--- src/rtl/pipeline_hazard_ctrl.sv ---
// Hazard/sequencing controller for the 5-stage pipeline: destination scoreboard
// for EX/MEM/WB, operand forwarding selects, load-use stall and taken-branch flush.

module pipeline_hazard_ctrl_fwd #(
  parameter int RW = 5
) (
  input  logic               use_i,
  input  logic [RW-1:0]      rs_i,
  input  logic [2:0]         v_i,
  input  logic [2:0][RW-1:0] rd_i,
  input  logic               ld_ex_i,
  output logic [1:0]         fwd_o,
  output logic               lu_o
);
  logic [2:0] hit;

  // Entry 0 is EX, 1 is MEM, 2 is WB; r0 never forwards.
  always_comb begin
    for (int k = 0; k < 3; k++)
      hit[k] = use_i && v_i[k] && (rd_i[k] == rs_i) && (rs_i != {RW{1'b0}});
  end

  assign lu_o = hit[0] & ld_ex_i;

  // A load still in EX has no data yet; the operand is picked up from MEM after the stall.
  always_comb begin
    fwd_o = 2'b00;
    if (hit[0])      fwd_o = ld_ex_i ? 2'b00 : 2'b01;
    else if (hit[1]) fwd_o = 2'b10;
    else if (hit[2]) fwd_o = 2'b11;
  end
endmodule

module pipeline_hazard_ctrl #(
  parameter int RW = 5,
  parameter int CW = 8
) (
  input  logic          Clk,
  input  logic          Rst,
  input  logic          HOLD,
  input  logic [RW-1:0] ID_RA,
  input  logic [RW-1:0] ID_RB,
  input  logic          ID_USE_RA,
  input  logic          ID_USE_RB,
  input  logic [RW-1:0] ID_RD,
  input  logic          ID_RF_LE,
  input  logic          ID_L,
  input  logic          BR_TAKEN,
  output logic          LE_PC,
  output logic          LE_IFID,
  output logic          NOP_SEL,
  output logic          FLUSH_IF,
  output logic [1:0]    FWD_A,
  output logic [1:0]    FWD_B,
  output logic [CW-1:0] STALL_CNT,
  output logic [1:0]    STATE
);
  typedef enum logic [1:0] {S_FILL = 2'b00, S_RUN = 2'b01, S_FROZEN = 2'b10} state_e;

  state_e             state_q, state_d;
  logic [2:0]         sb_v_q;
  logic [2:0][RW-1:0] sb_rd_q;
  logic               sb_ld_q;   // only the EX entry's load flag is ever consulted
  logic [CW-1:0]      cnt_q;

  logic [1:0]         use_s;
  logic [1:0][RW-1:0] rs_s;
  logic [1:0][1:0]    fwd_s;
  logic [1:0]         lu_s;
  logic               lu, frozen, stall;

  assign use_s = {ID_USE_RB, ID_USE_RA};
  assign rs_s  = {ID_RB, ID_RA};

  for (genvar g = 0; g < 2; g++) begin : g_src
    pipeline_hazard_ctrl_fwd #(.RW(RW)) u_fwd (
      .use_i   (use_s[g]),
      .rs_i    (rs_s[g]),
      .v_i     (sb_v_q),
      .rd_i    (sb_rd_q),
      .ld_ex_i (sb_ld_q),
      .fwd_o   (fwd_s[g]),
      .lu_o    (lu_s[g])
    );
  end

  assign lu     = |lu_s;
  assign frozen = (state_q == S_FROZEN) || (state_q == S_RUN && HOLD);
  assign stall  = (state_q == S_RUN) && !HOLD && lu;

  always_comb begin
    LE_PC    = 1'b0;
    LE_IFID  = 1'b0;
    NOP_SEL  = 1'b0;
    FLUSH_IF = 1'b0;
    FWD_A    = fwd_s[0];
    FWD_B    = fwd_s[1];
    case (state_q)
      S_FILL: begin
        LE_PC   = 1'b1;
        LE_IFID = 1'b1;
        NOP_SEL = 1'b1;
        FWD_A   = 2'b00;
        FWD_B   = 2'b00;
      end
      S_RUN: begin
        if (!HOLD) begin
          if (lu) begin
            NOP_SEL = 1'b1;
          end else begin
            LE_PC    = 1'b1;
            LE_IFID  = 1'b1;
            FLUSH_IF = BR_TAKEN;
          end
        end
      end
      default: ;
    endcase
  end

  // Every state leaves to FROZEN under HOLD and to RUN otherwise.
  always_comb state_d = HOLD ? S_FROZEN : S_RUN;

  always_ff @(posedge Clk or negedge Rst) begin
    if (!Rst) begin
      state_q <= S_FILL;
      sb_v_q  <= '0;
      sb_rd_q <= '0;
      sb_ld_q <= 1'b0;
      cnt_q   <= '0;
    end else begin
      state_q <= state_d;
      if (!frozen) begin
        sb_v_q  <= {sb_v_q[1:0], ID_RF_LE & ~NOP_SEL};
        sb_rd_q <= {sb_rd_q[1:0], (NOP_SEL ? {RW{1'b0}} : ID_RD)};
        sb_ld_q <= ID_L & ~NOP_SEL;
      end
      if (stall && cnt_q != {CW{1'b1}})
        cnt_q <= cnt_q + 1'b1;
    end
  end

  assign STALL_CNT = cnt_q;
  assign STATE     = state_q;
endmodule
--- config.mk ---
export PLATFORM = sky130hd
export DESIGN_NAME = pipeline_hazard_ctrl
export DESIGN_NICKNAME = d
export VERILOG_FILES = /design/src/rtl/pipeline_hazard_ctrl.sv
export SDC_FILE = /design/constraint.sdc
export NUM_CORES = 1
export LEC_CHECK = 0
export CAP_MARGIN = 20
export CORE_UTILIZATION = 55
export CTS_BUF_LIST = sky130_fd_sc_hd__clkbuf_2 sky130_fd_sc_hd__clkbuf_4 sky130_fd_sc_hd__clkbuf_8
export CTS_CLUSTER_SIZE = 28
export DETAILED_ROUTE_END_ITERATION = 7
export PLACE_DENSITY = 0.9
export RECOVER_POWER = 100
export SLEW_MARGIN = 40
export SYNTH_ARGS = -nofsm -noshare
export SYNTH_HDL_FRONTEND = slang
export SYNTH_HIERARCHICAL = 1
export SYNTH_SLANG_ARGS = --single-unit
--- constraint.sdc ---
create_clock -name Clk -period 3.68 [get_ports Clk]
set_clock_uncertainty 0.05 [all_clocks]
set_input_delay 0.368 -clock Clk [delete_from_list [all_inputs] [get_ports Clk]]
set_output_delay 0.368 -clock Clk [all_outputs]
set_load 0.05 [all_outputs]
==> metrics.cfg <==
[floorplanning]
fp.dieH_um=57.6
row_count=19
initial_core_util_pct=60.0
core_um2=2830
full_die_area_um2=3310
fp.dieW_um=57.6
io_pins=41

[synth]
syn-cell-area_um2=1700
synth.top_cells.by_area=sky130_fd_sc_hd__dfrtp_1 43%, sky130_fd_sc_hd__xor2_1 10%, sky130_fd_sc_hd__mux2_2 9.3%, sky130_fd_sc_hd__xnor2_1 7.2%, sky130_fd_sc_hd__a22o_1 3.6%
synthesis.nets=179
synth_top_area_share_pct=42.7
synth_cell_types=34
synth_sequential_area_ratio_pct=42.7
ys_warn_count=6
proportion_of_register_bits_with_asynchronous_set_or_reset_after_synthesis_pct=100
synth.cells.most_frequent=29 x sky130_fd_sc_hd__dfrtp_1, 20 x sky130_fd_sc_hd__xor2_1, 14 x sky130_fd_sc_hd__mux2_2, 14 x sky130_fd_sc_hd__xnor2_1
synth_seq_cells=29
synth_simple_gate_area_share_pct=16.7
synth_edf_count=0
avgSynthCellArea_um2=11.0
ys_dominant_reg_cell=sky130_fd_sc_hd__dfrtp_1
synth_largest_area_cell=sky130_fd_sc_hd__dfrtp_1
synth.most_common_cell=sky130_fd_sc_hd__dfrtp_1
synth-compound-area-share_pct=10.5
synthCells=155
synth_xor_xnor_area_share_pct=17.5
synth_fa_ha_area_share_pct=0.737
synth_top_family_by_area=XOR/XNOR gates
mux_share_of_post_synthesis_cell_area_pct=9.95

[final_layout]
final_net_count=225
layout-area-overhead-vs-synth_pct=28.4
antenna_cells_inserted=0
post_route_cells_drive_above_1_share_pct=14.9
postLayoutCoreUtil_pct=77.1

[setup_path]
cp.arrival_ns=3.14
timing.rr.end=sb_rd_q[12]
peak_fanout_along_the_critical_path=9
regToRegSetupSlack_ns=0.69
critPathKind=in -> out
startpoint_type=input pin
worst_path_largest_cell_delay_ns=0.83
worst_path_max_delay_cell=sky130_fd_sc_hd__clkdlybuf4s50_1
number_of_cells_on_the_worst_reg_to_reg_path=3
worst_path_most_repeated_cell=sky130_fd_sc_hd__clkdlybuf4s50_1
cp-end-kind=output port
critical_path_required_ns=3.26
timing.critical_path.cells=clkdlybuf4s50_1 > xnor2_1 > nand4_1 > or3_1 > nor2_1 > o21ai_2 > o21ai_0 > clkdlybuf4s50_1
crit_reg_reg_startpoint=STATE[1]

[global_routing]
track_usage_pct=25.4
grt_start_max_net_pins=30
number_of_global_route_vias_before_repair=1342
grt_overflow_total=0
grt_first_pass_wirelength_um=6220
grt_antenna_before_repair=0

[clock_network]
post_cts_hold_buffer_count=0
cts_resized=0
cts-htree-levels=2
clk-insertion-delay-late_ns=0.32
numClockSinks=29
clock_tree_from_tritoncts=done
clkSlewWorstSetupHoldPaths_ns=0.09
cts_buffer_depth=2
clockRootBuffer=sky130_fd_sc_hd__clkbuf_4
numCtsBuffers=5
cts_post_setup_buffers_inserted=0

[routing]
first_iter_violations=54
wl_um=3790
post_detailed_route_wirelength_per_cell_um=16.3
num_vias=1360
viasPerCell=5.84
detail-route-antenna-nets=0
number_of_detailed_routing_iterations_run_before_antenna_repair=8
number_of_design_rule_violations_left_after_detail_routing=2

[power]
power_per_cell_area_nw_per_um2=377
p_leak_nw=1.00
worst_ir_drop_vdd_v=0.000282

[timing]
setup-tns-final_ns=0
final-hold-violation-count=0
final_min_period_over_clock_period_pct=96.7
fmax_ghz=0.281
slew_at_the_pin_with_the_worst_max_slew_slack_ns=2.40
slew-limit-headroom_pct=-61.8
grt_setup_unrepaired=no
slew_viol_final=50
finalSetupViolCount=0
fin_crit_ns=3.56
hold-worst-slack_ns=0.461

[worst_hold_path]
holdCritStartpoint=STALL_CNT[2]
hold_class=reg -> reg
worstHoldEndpoint=STALL_CNT[2]
whs_path_depth=1

[placed_design]
detailedPlacementHpwl_um=2850
gpl.final_weighted_congestion=0.963
number_of_i_o_port_buffers=40

[job]
drv.max_cap_violation_count=2

[run_status]
run_status=finished with violations
failed_checks=DRC, capacitance limit, slew limit

[cells by family (layout without fill, tap and decap cells)]
logic type      Yosys count  in the layout
mux                      15             15
xor+xnor                 34             34
fa+ha+maj                 1              1
flops                    29             29
buf+inv                   6             53
compound gates           22             22
simple gates             48             48
[stage by stage]
stage / area [um^2] / instances / setup WS (ns) / total power, mW
3_5_place_dp: 2120 / 225 / 0.149 / 0.552
6_report: 2180 / 233 / 0.122 / 0.821
4_1_cts: 2210 / 233 / 0.152 / 0.830
2_1_floorplan: 1700 / 155 / 0.721 / 0.484
5_1_grt: 2180 / 233 / 0.0639 / 0.858
3_3_place_gp: 2120 / 225 / 0.303 / 0.544
[critical path, delay by kind of cell]
family / cells / cell delay [ns]
compound gates: 2 / 0.27
simple gates: 3 / 0.81
buf+inv: 2 / 1.35
xor+xnor: 1 / 0.34
[power by group]
part	internal (mW)	leakage (nW)	total, mW	switching [mW]
registers	0.346	0.379	0.382	0.0365
logic	0.0835	0.575	0.163	0.0792
clock network	0.170	0.0489	0.276	0.107
[how the worst max path moves through the flow]
stage,from,to,slack [ns],depth (start not counted)
global route,ID_RA[1],NOP_SEL,0.06,8
detailed placement,ID_RA[1],NOP_SEL,0.15,8
finish,ID_RA[2],NOP_SEL,0.12,8
CTS,ID_RA[1],NOP_SEL,0.15,8
floorplan,ID_RB[1],LE_PC,0.72,8
global placement,ID_RB[1],NOP_SEL,0.30,8
[flip-flops by register name (all words and copies together), names as in the netlist]
register / cells
sb_v_q: 3
STATE: 2
STALL_CNT: 8
sb_ld_q: 1
sb_rd_q: 15
[cell type report]
class                   instances  area [um^2]
inverters                       4         15.0
well taps                      31         38.8
flip-flops and latches         29          726
clock inverters                 1         30.0
fillers                       199          648
multi-input cells             120          921
clock buffers                   7         58.8
repair buffers                 41          392
[placed cells by master, fill, tap and decap left out, types with 2 or more instances in the layout]
| cell | count |
|---|---|
| sky130_fd_sc_hd__nor3_1 | 3 |
| sky130_fd_sc_hd__xor2_1 | 20 |
| sky130_fd_sc_hd__xnor2_1 | 14 |
| sky130_fd_sc_hd__o32ai_1 | 2 |
| sky130_fd_sc_hd__dlygate4sd3_1 | 17 |
| sky130_fd_sc_hd__and3_1 | 3 |
| sky130_fd_sc_hd__clkbuf_1 | 3 |
| sky130_fd_sc_hd__nand3_1 | 8 |
| sky130_fd_sc_hd__nand4_1 | 2 |
| sky130_fd_sc_hd__nor2b_1 | 4 |
| sky130_fd_sc_hd__a22o_1 | 7 |
| sky130_fd_sc_hd__clkbuf_4 | 6 |
| sky130_fd_sc_hd__nor2_1 | 6 |
| sky130_fd_sc_hd__or4_1 | 2 |
| sky130_fd_sc_hd__a21oi_1 | 4 |
| sky130_fd_sc_hd__clkdlybuf4s50_1 | 21 |
| sky130_fd_sc_hd__nor3b_1 | 2 |
| sky130_fd_sc_hd__o21ai_0 | 2 |
| sky130_fd_sc_hd__o21ai_1 | 2 |
| sky130_fd_sc_hd__nor4_1 | 4 |
| sky130_fd_sc_hd__nand2_1 | 8 |
| sky130_fd_sc_hd__mux2_2 | 14 |
| sky130_fd_sc_hd__inv_1 | 4 |
| sky130_fd_sc_hd__dfrtp_1 | 29 |
| sky130_fd_sc_hd__or3_1 | 2 |
| sky130_fd_sc_hd__o21bai_2 | 2 |
[routing by layer]
metal	wire, um	vias to the layer above	global-route usage [%]
met3	199	14	6.35
met4	125	0	12.5
met1	1590	651	31.1
li1	-	649	-
met2	1880	46	41.7
met5	0	-	0
No activity file was read; power rests on OpenSTA's default activity.
